--- src/rtl/memtest_pkg.sv ---
// Shared types and constants for the dual-port RAM test sequencer.
package memtest_pkg;

   typedef enum logic [2:0] {
      ST_IDLE,
      ST_RD,
      ST_WR,
      ST_VF,
      ST_CHK,
      ST_DONE
   } state_t;

   localparam logic [1:0] MODE_ALT   = 2'd0;
   localparam logic [1:0] MODE_A     = 2'd1;
   localparam logic [1:0] MODE_B     = 2'd2;
   localparam logic [1:0] MODE_CROSS = 2'd3;

   localparam logic PORT_A = 1'b0;
   localparam logic PORT_B = 1'b1;

endpackage

--- src/rtl/memtest_addr_gen.sv ---
// Address walker: current address, inclusive end-of-range detect and per-address port toggle.
module memtest_addr_gen
   import memtest_pkg::*;
#(
   parameter int ADDR_W = 10
) (
   input  logic              clk,
   input  logic              rst,
   input  logic              load_i,
   input  logic              step_i,
   input  logic              alt_i,
   input  logic              port_init_i,
   input  logic [ADDR_W-1:0] lo_i,
   input  logic [ADDR_W-1:0] hi_i,
   output logic [ADDR_W-1:0] cur_o,
   output logic              last_o,
   output logic              port_o
);

   logic [ADDR_W-1:0] cur_q;
   logic [ADDR_W-1:0] hi_q;
   logic              port_q;

   // NOTE: registers use non-blocking assignments so every flop samples pre-edge values.
   always_ff @(posedge clk) begin
      if (rst) begin
         cur_q  <= '0;
         hi_q   <= '0;
         port_q <= PORT_A;
      end else if (load_i) begin
         cur_q  <= lo_i;
         hi_q   <= hi_i;
         port_q <= port_init_i;
      end else if (step_i) begin
         cur_q <= cur_q + ADDR_W'(1);
         if (alt_i) port_q <= ~port_q;
      end
   end

   // Compared before any increment, so a range ending at all-ones stops without wrapping.
   assign last_o = (cur_q == hi_q);
   assign cur_o  = cur_q;
   assign port_o = port_q;

endmodule

--- src/rtl/memtest_seq.sv ---
// Read-modify-write-verify sweep over a run-time address range of a true dual-port RAM,
// with per-run port selection, saturating mismatch count and first-failure capture.
module memtest_seq
   import memtest_pkg::*;
#(
   parameter int DATA_W = 16,
   parameter int ADDR_W = 10,
   parameter int ERR_W  = 8
) (
   input  logic              clk,
   input  logic              rst,
   input  logic              start,
   input  logic [1:0]        mode,
   input  logic [ADDR_W-1:0] addr_lo,
   input  logic [ADDR_W-1:0] addr_hi,
   input  logic [DATA_W-1:0] q_a,
   input  logic [DATA_W-1:0] q_b,
   output logic              we_a,
   output logic              we_b,
   output logic [DATA_W-1:0] data_a,
   output logic [DATA_W-1:0] data_b,
   output logic [ADDR_W-1:0] addr_a,
   output logic [ADDR_W-1:0] addr_b,
   output logic              selectout,
   output logic              busy,
   output logic              done,
   output logic              pass,
   output logic [ERR_W-1:0]  err_count,
   output logic [ADDR_W-1:0] first_err_addr
);

   state_t            state_q;
   logic [1:0]        mode_q;
   logic [DATA_W-1:0] exp_q;
   logic [ERR_W-1:0]  err_q;
   logic [ADDR_W-1:0] first_q;
   logic              pass_q;
   logic              done_q;
   logic              busy_q;
   logic              sel_hold_q;

   logic [ADDR_W-1:0] cur;
   logic              last;
   logic              port;
   logic              accept;
   logic              wport;
   logic              vport;
   logic [DATA_W-1:0] wdata;
   logic              mismatch;
   logic [ERR_W-1:0]  err_d;
   logic              sel_c;

   assign accept = start && (state_q == ST_IDLE || state_q == ST_DONE);

   memtest_addr_gen #(.ADDR_W(ADDR_W)) u_addr_gen (
      .clk         (clk),
      .rst         (rst),
      .load_i      (accept),
      .step_i      (state_q == ST_CHK && !last),
      .alt_i       (mode_q == MODE_ALT),
      .port_init_i ((mode == MODE_B) ? PORT_B : PORT_A),
      .lo_i        (addr_lo),
      .hi_i        (addr_hi),
      .cur_o       (cur),
      .last_o      (last),
      .port_o      (port)
   );

   // Cross mode writes through A and proves the data through B.
   assign wport    = (mode_q == MODE_CROSS) ? PORT_A : port;
   assign vport    = (mode_q == MODE_CROSS) ? PORT_B : port;
   assign wdata    = (wport ? q_b : q_a) + DATA_W'(cur);
   assign mismatch = (vport ? q_b : q_a) != exp_q;
   assign err_d    = !mismatch ? err_q : ((err_q == '1) ? err_q : err_q + ERR_W'(1));

   always_ff @(posedge clk) begin
      if (rst) begin
         state_q    <= ST_IDLE;
         mode_q     <= MODE_ALT;
         exp_q      <= '0;
         err_q      <= '0;
         first_q    <= '0;
         pass_q     <= 1'b0;
         done_q     <= 1'b0;
         busy_q     <= 1'b0;
         sel_hold_q <= 1'b0;
      end else begin
         sel_hold_q <= sel_c;
         case (state_q)
            ST_IDLE, ST_DONE: begin
               if (start) begin
                  mode_q  <= mode;
                  err_q   <= '0;
                  first_q <= '0;
                  if (addr_lo > addr_hi) begin
                     state_q <= ST_DONE;
                     pass_q  <= 1'b1;
                     done_q  <= 1'b1;
                  end else begin
                     state_q <= ST_RD;
                     pass_q  <= 1'b0;
                     done_q  <= 1'b0;
                     busy_q  <= 1'b1;
                  end
               end
            end
            ST_RD: state_q <= ST_WR;
            ST_WR: begin
               exp_q   <= wdata;
               state_q <= ST_VF;
            end
            ST_VF: state_q <= ST_CHK;
            ST_CHK: begin
               err_q <= err_d;
               if (mismatch && err_q == '0) first_q <= cur;
               if (last) begin
                  state_q <= ST_DONE;
                  pass_q  <= (err_d == '0);
                  done_q  <= 1'b1;
                  busy_q  <= 1'b0;
               end else begin
                  state_q <= ST_RD;
               end
            end
            default: state_q <= ST_IDLE;
         endcase
      end
   end

   always_comb begin
      // NOTE: every output gets a default first so no path through the case infers a latch.
      we_a   = 1'b0;
      we_b   = 1'b0;
      data_a = '0;
      data_b = '0;
      addr_a = '0;
      addr_b = '0;
      sel_c  = 1'b0;
      case (state_q)
         ST_RD: begin
            sel_c = wport;
            if (wport) addr_b = cur;
            else       addr_a = cur;
         end
         ST_WR: begin
            sel_c = wport;
            if (wport) begin
               we_b   = 1'b1;
               addr_b = cur;
               data_b = wdata;
            end else begin
               we_a   = 1'b1;
               addr_a = cur;
               data_a = wdata;
            end
         end
         ST_VF: begin
            sel_c = vport;
            if (vport) addr_b = cur;
            else       addr_a = cur;
         end
         ST_CHK:  sel_c = vport;
         ST_DONE: sel_c = sel_hold_q;
         default: sel_c = 1'b0;
      endcase
   end

   assign selectout      = sel_c;
   assign busy           = busy_q;
   assign done           = done_q;
   assign pass           = pass_q;
   assign err_count      = err_q;
   assign first_err_addr = first_q;

endmodule

--- config.mk ---
export PLATFORM = sky130hd
export DESIGN_NAME = memtest_seq
export DESIGN_NICKNAME = d
export VERILOG_FILES = /design/src/rtl/memtest_pkg.sv /design/src/rtl/memtest_addr_gen.sv /design/src/rtl/memtest_seq.sv
export SDC_FILE = /design/constraint.sdc
export NUM_CORES = 1
export LEC_CHECK = 0
export ABC_AREA = 1
export CAP_MARGIN = 20
export CORE_ASPECT_RATIO = 1.25
export CORE_MARGIN = 4
export CORE_UTILIZATION = 40
export CTS_CLUSTER_SIZE = 30
export DETAILED_ROUTE_END_ITERATION = 8
export PLACE_DENSITY = 0.73
export SYNTH_ARGS = -nofsm -noshare
export SYNTH_HDL_FRONTEND = slang
export SYNTH_HIERARCHICAL = 1
export SYNTH_SLANG_ARGS = --single-unit
--- constraint.sdc ---
create_clock -name clk -period 6.44 [get_ports clk]
set_clock_uncertainty 0.05 [all_clocks]
set_input_delay 1.288 -clock clk [delete_from_list [all_inputs] [get_ports clk]]
set_output_delay 1.288 -clock clk [all_outputs]
set_load 0.02 [all_outputs]
==> impl_metrics.csv, run 1 <==
group,metric,value,unit
job,drv_cap,0,
placement,gp_congestion,0.896,
setup_path,worst_r2r_path_depth,17,
clock_tree,post_cts_buffers,0,
setup_path,critical_path_arrival,4570,ps
setup_path,cp-endpoint,"data_b[14]",
setup_path,worstPathRequired,5100,ps
logic_synthesis,syn-instance-count,821,
setup_path,path_cells,"clkdlybuf4s50_1, inv_1, o21ai_0, fa_1, nand3_1, nand2_1, nand2_1, nand2_1, a21oi_1, o21ai_0, nand2_1, nand2_1, nand2_1, inv_1, nand2_1, nand2_1, nand3_1, nor2_1, clkdlybuf4s50_1",
global_route,grt_pass1_vias,5211,
global_route,track_usage,21.6,%
floorplan,die_w,108,microns
logic_synthesis,yosysWarnings,6,
clock_tree,cts_tree,"yes",
floorplan,core_area,0.0122,sq mm
clock_tree,cts_max_path_buffers,2,
setup_path,reg2reg_to,"exp_q[11]",
routing,initialDrtViolationCount,355,
clock_tree,insertion_delay,340,ps
clock_tree,clk_pin_slew,60,ps
logic_synthesis,syn_avg_cell_area,6.05,sq um
logic_synthesis,ys_ff_latch,64,
cells_and_area,fillers,1275,
global_route,grt_max_degree,36,
global_route,grt_pass1_wl,25000,microns
sta,hold_viol_final,0,
logic_synthesis,syn-cell-area,0.00496,sq mm
sta,max_freq,0.169,GHz
global_route,grt.overflow.total,0,
routing,viasPerCell,5.08,
sta,rsz0062_at_grt,"false",
power_and_ir_drop,power_leakage,0.00301,uW
placement,io_buffer_count,132,
routing,drcViolationCount,0,
cells_and_area,antennaDiodeCount,0,
setup_path,r2r-start,"u_addr_gen/port_o",
clock_tree,cts_resized,0,
logic_synthesis,seq_area_frac_synth,25.8,%
setup_path,critPathSlowestCell,"clkdlybuf4s50_1",
routing,via_count,5652,
floorplan,boundaryPins,133,
setup_path,cp-start-kind,"input port",
routing,wl,15500,microns
floorplan,rows,45,
clock_tree,cts_hold_buf,0,
routing,detail_route.first_pass.iterations,5,
clock_tree,clock_sinks,64,
sta,maxSlewViolCount,0,
floorplan,start_util,40.8,%
setup_path,crit_top_cell,"nand2_1",
setup_path,end_kind,"output pin",
floorplan,die_area,0.0143,sq mm
global_route,antenna_found_initial,0,
cells_and_area,utilization,55.1,%
routing,postRouteAntennaNets,0,
cells_and_area,area_growth,35.0,%
min_path,hold_path_depth,2,
setup_path,rrSetupSlack,2940,ps
min_path,hold_class,"flip-flop to flip-flop",
logic_synthesis,syn-num-nets,904,
setup_path,crit_path_max_fanout,4,
cells_and_area,final_layout_size_suffix_gt1_share,5.38,%
clock_tree,cts-root-buf,"clkbuf_16",
clock_tree,htree_levels,3,
sta,fin_crit,5900,ps
power_and_ir_drop,power_density,249,mW/mm^2
sta,maxSlewHeadroom,35.5,%
sta,fin_crit_sh,91.7,%
setup_path,crit_type,"input port to output pin",
cells_and_area,nNetsFinal,1026,
power_and_ir_drop,ir_worst_vdd,0.136,mV
setup_path,slowest_delay,610,ps
sta,setup_tns,0,ps
logic_synthesis,ys_types,39,
status,status,"finished clean",
floorplan,fp.dieH,133,microns
clock_tree,cts_made_buffers,9,
sta,setup_violations,0,
placement,hpwl,11400,microns
routing,wl_per_cell,14.0,microns
sta,max_slew.worst_pin.slew,967,ps
power_and_ir_drop,finalPower,1670,uW
setup_path,crit_start,"q_a[1]",
-- synthesized netlist by cell type --
library cell,number,area share (%)
nand2_1,200,15
nor2_1,110,8.3
inv_1,99,7.5
nand3_1,82,8.3
a21oi_1,67,6.8
dfxtp_1,64,26
o21ai_0,55,5.5
ha_1,25,6.3
clkbuf_1,13,0.98
o21ai_1,12,1.2
nor3_1,11,1.1
buf_2,10,1.0
xor2_1,10,1.8
a22oi_1,8,1.2
nand2_2,6,0.76
nand3b_1,6,0.91
xnor2_1,5,0.88
inv_2,4,0.30
or2_2,4,0.50
buf_6,3,0.68
nor2_2,3,0.38
buf_1,2,0.15
mux2i_1,2,0.40
nand3_2,2,0.40
nand4_1,2,0.25
nor2_4,2,0.45
nor2_8,2,0.81
a21o_1,1,0.15
a21oi_2,1,0.18
a31o_2,1,0.18
clkbuf_2,1,0.10
fa_1,1,0.40
nand2_4,1,0.23
nand4_2,1,0.25
nor4_1,1,0.13
o2111ai_1,1,0.18
o211ai_1,1,0.15
o21a_1,1,0.15
o21bai_1,1,0.15
-- power breakdown --
part	total (uW)	internal (uW)	leakage [uW]	switching, uW
registers	503	451	0.000524	52.2
clock network	482	296	0.000145	186
logic	683	260	0.00234	424
-- area by class of cell --
| type | instances | area, sq um | area share (%) |
|---|---|---|---|
| multi-input combinational | 625 | 3150 | 47.0 |
| clock inverter | 7 | 62.6 | 0.934 |
| inverter | 103 | 387 | 5.77 |
| tap | 164 | 205 | 3.06 |
| clock buffer | 9 | 225 | 3.36 |
| sequential | 64 | 1280 | 19.1 |
| timing repair buffer | 140 | 1390 | 20.7 |
-- state kept, by name, indices dropped and copies added, names as in the netlist, 2 cells and up --
name	flops
u_addr_gen/hi_q	10
exp_q	16
state_q	3
err_count	8
first_err_addr	10
u_addr_gen/cur_o	10
mode_q	2
-- metal layers --
| layer | vias up | global-route usage (%) | wire length (microns) |
|---|---|---|---|
| li1 | 2899 | - | - |
| met1 | 2533 | 27.1 | 6610 |
| met2 | 196 | 36.4 | 7550 |
| met3 | 24 | 4.39 | 994 |
| met4 | 0 | 7.86 | 366 |
| met5 | - | 0 | 0 |
-- logic make-up (layout without fill, tap and decap cells) --
group	Yosys count	count (layout)	share of synthesized area, %
AND/OR/NAND/NOR	433	433	37.9
AO/OA/AOI/OAI	149	149	15.9
buffers and inverters	132	259	10.7
adder cells (fa/ha/maj)	26	26	6.70
XOR/XNOR	15	15	2.65
flip-flops	64	64	25.8
multiplexers	2	2	0.403
-- worst min-delay path by stage --
stage | slack, ps | endpoint | start
floorplan | 390 | exp_q[1] | exp_q[1]
global placement | 400 | exp_q[0] | exp_q[0]
detailed placement | 410 | busy | busy
CTS | 420 | exp_q[0] | exp_q[0]
global route | 440 | exp_q[5] | exp_q[5]
finish | 420 | exp_q[0] | exp_q[0]
-- worst max-delay path: cells and delay by family --
kind                       cells  cell delay [ps]
AOI/OAI and AO/OA              3              840
adders and majority gates      1              320
buffers and inverters          4             1210
and+or+nand+nor               11              910
-- metrics by stage --
| stage | worst slack, ps | cell area, sq um | instances | hold WS (ps) |
|---|---|---|---|---|
| after floorplan | 1840 | 4960 | 821 | 394 |
| after global placement | 644 | 6400 | 1095 | 404 |
| after detailed placement | 579 | 6400 | 1095 | 411 |
| after CTS | 572 | 6690 | 1111 | 419 |
| after global routing | 144 | 6700 | 1112 | 439 |
| final | 537 | 6700 | 1112 | 419 |
-- cells in the final DEF (no fill, tap or decap), drive strengths merged, types with 6 or more instances in the layout --
cell type      Yosys  final
nor3              11     11
buf               15      8
clkbuf            14      9
a21oi             68     68
inv              103    103
clkdlybuf4s50      0    132
nor2             117    117
xor2              10     10
dfxtp             64     64
a22oi              8      8
nand2            207    207
nand3b             6      6
o21ai             67     67
nand3             84     84
ha                25     25
No activity file was read; power rests on OpenSTA's default activity.
==> run 2: changes to the inputs <==
--- a/config.mk
+++ b/config.mk
@@ -12,7 +12,7 @@
 export CORE_UTILIZATION = 40
 export CTS_CLUSTER_SIZE = 30
 export DETAILED_ROUTE_END_ITERATION = 8
-export PLACE_DENSITY = 0.73
+export PLACE_DENSITY = 0.74
 export SYNTH_ARGS = -nofsm -noshare
 export SYNTH_HDL_FRONTEND = slang
 export SYNTH_HIERARCHICAL = 1
==> run 2 against run 1 <==
  * Sequential share of layout area about the same
  * Worst hold slack better by 1.1 ps
  * Critical endpoint is now data_a[14]
  * Sequential cell count did not move
  * Via count shrank 1.1%
  * Largest power group unchanged
  * Combinational power decreased by 0.6%
  * Setup slack improved by 66 ps
  * Critical path type unchanged
  * Sequential power barely moved
==> impl_metrics.csv, run 2 (same netlist as run 1, synthesis figures left out) <==
group,metric,value,unit
sta,maxSlewViolCount,0,
routing,postRouteAntennaNets,0,
clock_tree,post_cts_buffers,0,
clock_tree,cts_resized,0,
clock_tree,cts_max_path_buffers,2,
global_route,grt.overflow.total,0,
clock_tree,clk_pin_slew,60,ps
setup_path,critical_path_arrival,4500,ps
cells_and_area,mostFrequentLayoutCells,"nand2_1 (200), clkdlybuf4s50_1 (132), nor2_1 (110)",
power_and_ir_drop,p_comb_share,40.5,%
clock_tree,cts_tree,"yes",
floorplan,die_w,108,microns
sta,max_slew.worst_pin.slew,987,ps
power_and_ir_drop,power_density,251,mW/mm^2
floorplan,start_util,40.8,%
sta,fin_crit_sh,90.6,%
floorplan,boundaryPins,133,
global_route,grt_pass1_wl,24700,microns
setup_path,reg2reg_to,"exp_q[11]",
routing,wl,15100,microns
cells_and_area,final_common_cell,"nand2_1",
power_and_ir_drop,power_frac_seq,29.9,%
sta,max_freq,0.171,GHz
cells_and_area,antennaDiodeCount,0,
sta,setup_violations,0,
power_and_ir_drop,switching_share,39.8,%
sta,rsz0062_at_grt,"false",
setup_path,cp-start-kind,"input port",
clock_tree,cts-root-buf,"clkbuf_16",
setup_path,r2r-start,"mode_q[0]",
power_and_ir_drop,p_int,1010,uW
clock_tree,htree_levels,3,
sta,holdWs,420,ps
setup_path,worstPathRequired,5100,ps
setup_path,crit_path_max_fanout,4,
placement,io_buffer_count,132,
floorplan,core_area,0.0122,sq mm
power_and_ir_drop,power_leakage,0.00300,uW
min_path,min-delay-start,"pass",
cells_and_area,final_layout_size_suffix_gt1_share,5.18,%
power_and_ir_drop,switching_power,667,uW
sta,hold_viol_final,0,
routing,via_count,5589,
clock_tree,clock_sinks,64,
routing,wl_per_cell,13.6,microns
power_and_ir_drop,ir_worst_vdd,0.156,mV
routing,initialDrtViolationCount,297,
cells_and_area,nNetsFinal,1024,
setup_path,crit_type,"input port to output pin",
global_route,grt_max_degree,47,
setup_path,end_kind,"output pin",
global_route,antenna_found_initial,0,
global_route,track_usage,21.4,%
min_path,hold_class,"flip-flop to flip-flop",
cells_and_area,area_growth,34.7,%
clock_tree,insertion_delay,340,ps
sta,setup_tns,0,ps
placement,gp_congestion,0.874,
routing,drcViolationCount,0,
placement,hpwl,11300,microns
floorplan,fp.dieH,133,microns
setup_path,worst_r2r_path_depth,17,
min_path,hold_path_depth,2,
cells_and_area,largest_reg_flops,16,
sta,maxSlewHeadroom,34.2,%
min_path,hold_end,"pass",
clock_tree,cts_made_buffers,9,
sta,fin_crit,5840,ps
floorplan,die_area,0.0143,sq mm
job,drv_cap,0,
global_route,grt_pass1_vias,5128,
routing,detail_route.first_pass.iterations,5,
floorplan,rows,45,
power_and_ir_drop,pwr-share-clk,29.6,%
cells_and_area,largest-register,"exp_q",
routing,viasPerCell,5.04,
clock_tree,cts_hold_buf,0,
status,status,"finished clean",
setup_path,rrSetupSlack,2880,ps
==> run 2: changes by cell type in the layout (fill, tap and decap cells not counted), sizes merged <==
cell and delta:
inv +1, buf -2, clkinvlp -1
==> run 2: worst max-delay path, cell delays in order <==
cell	delay, ps
clkdlybuf4s50_1	450
inv_1	50
o21ai_0	430
fa_1	300
nand3_1	80
nand2_1	110
nand2_1	60
nand2_1	50
a21oi_1	80
o21ai_0	280
nand2_1	90
nand2_1	110
nand2_1	60
inv_1	110
nand2_1	60
nand2_1	50
nand3_1	120
nor2_1	120
clkdlybuf4s50_1	610
==> run 2: layer usage <==
layer / global-route usage, % / wire length (microns) / vias up
met5: 0 / 0 / -
met2: 36.9 / 7530 / 164
li1: - / - / 2890
met3: 3.51 / 919 / 17
met1: 26.5 / 6400 / 2518
met4: 7.72 / 240 / 0
==> run 2: metrics by stage <==
step | util, % | power (uW) | cells | setup WS [ps] | cell area (sq um)
floorplan | - | 963 | 821 | 1840 | 4960
global placement | 52.6 | 1180 | 1094 | 662 | 6390
detailed placement | 52.6 | 1180 | 1094 | 652 | 6390
CTS | 55.0 | 1680 | 1110 | 640 | 6690
global route | 55.0 | 1790 | 1110 | 368 | 6690
finish | 55.0 | 1680 | 1110 | 602 | 6690
==> run 2: cell type report <==
cell class,instances,area (sq um)
clock buffers,9,225
clock inverters,7,71.3
fillers,1231,5470
inverters,103,387
multi-input cells,625,3150
flip-flops and latches,64,1280
well taps,164,205
repair buffers,138,1370
==> run 2: worst max-delay path by stage <==
| stage | start | end | slack, ps | depth (start not counted) |
|---|---|---|---|---|
| final | q_a[1] | data_a[14] | 600 | 19 |
| after global placement | q_a[1] | data_a[14] | 660 | 19 |
| after floorplan | q_b[0] | data_a[10] | 1840 | 17 |
| after detailed placement | q_a[1] | data_a[14] | 650 | 19 |
| after CTS | q_a[1] | data_a[14] | 640 | 19 |
| after global routing | q_a[1] | data_a[14] | 370 | 19 |
==> run 2: power groups by stage <==
stage | Combinational (uW) | Clock (uW) | Sequential [uW]
4_1_cts | 679 | 504 | 501
2_1_floorplan | 445 | 0 | 518
5_1_grt | 760 | 519 | 509
6_report | 679 | 497 | 501
3_3_place_gp | 670 | 0 | 508
3_5_place_dp | 676 | 0 | 509
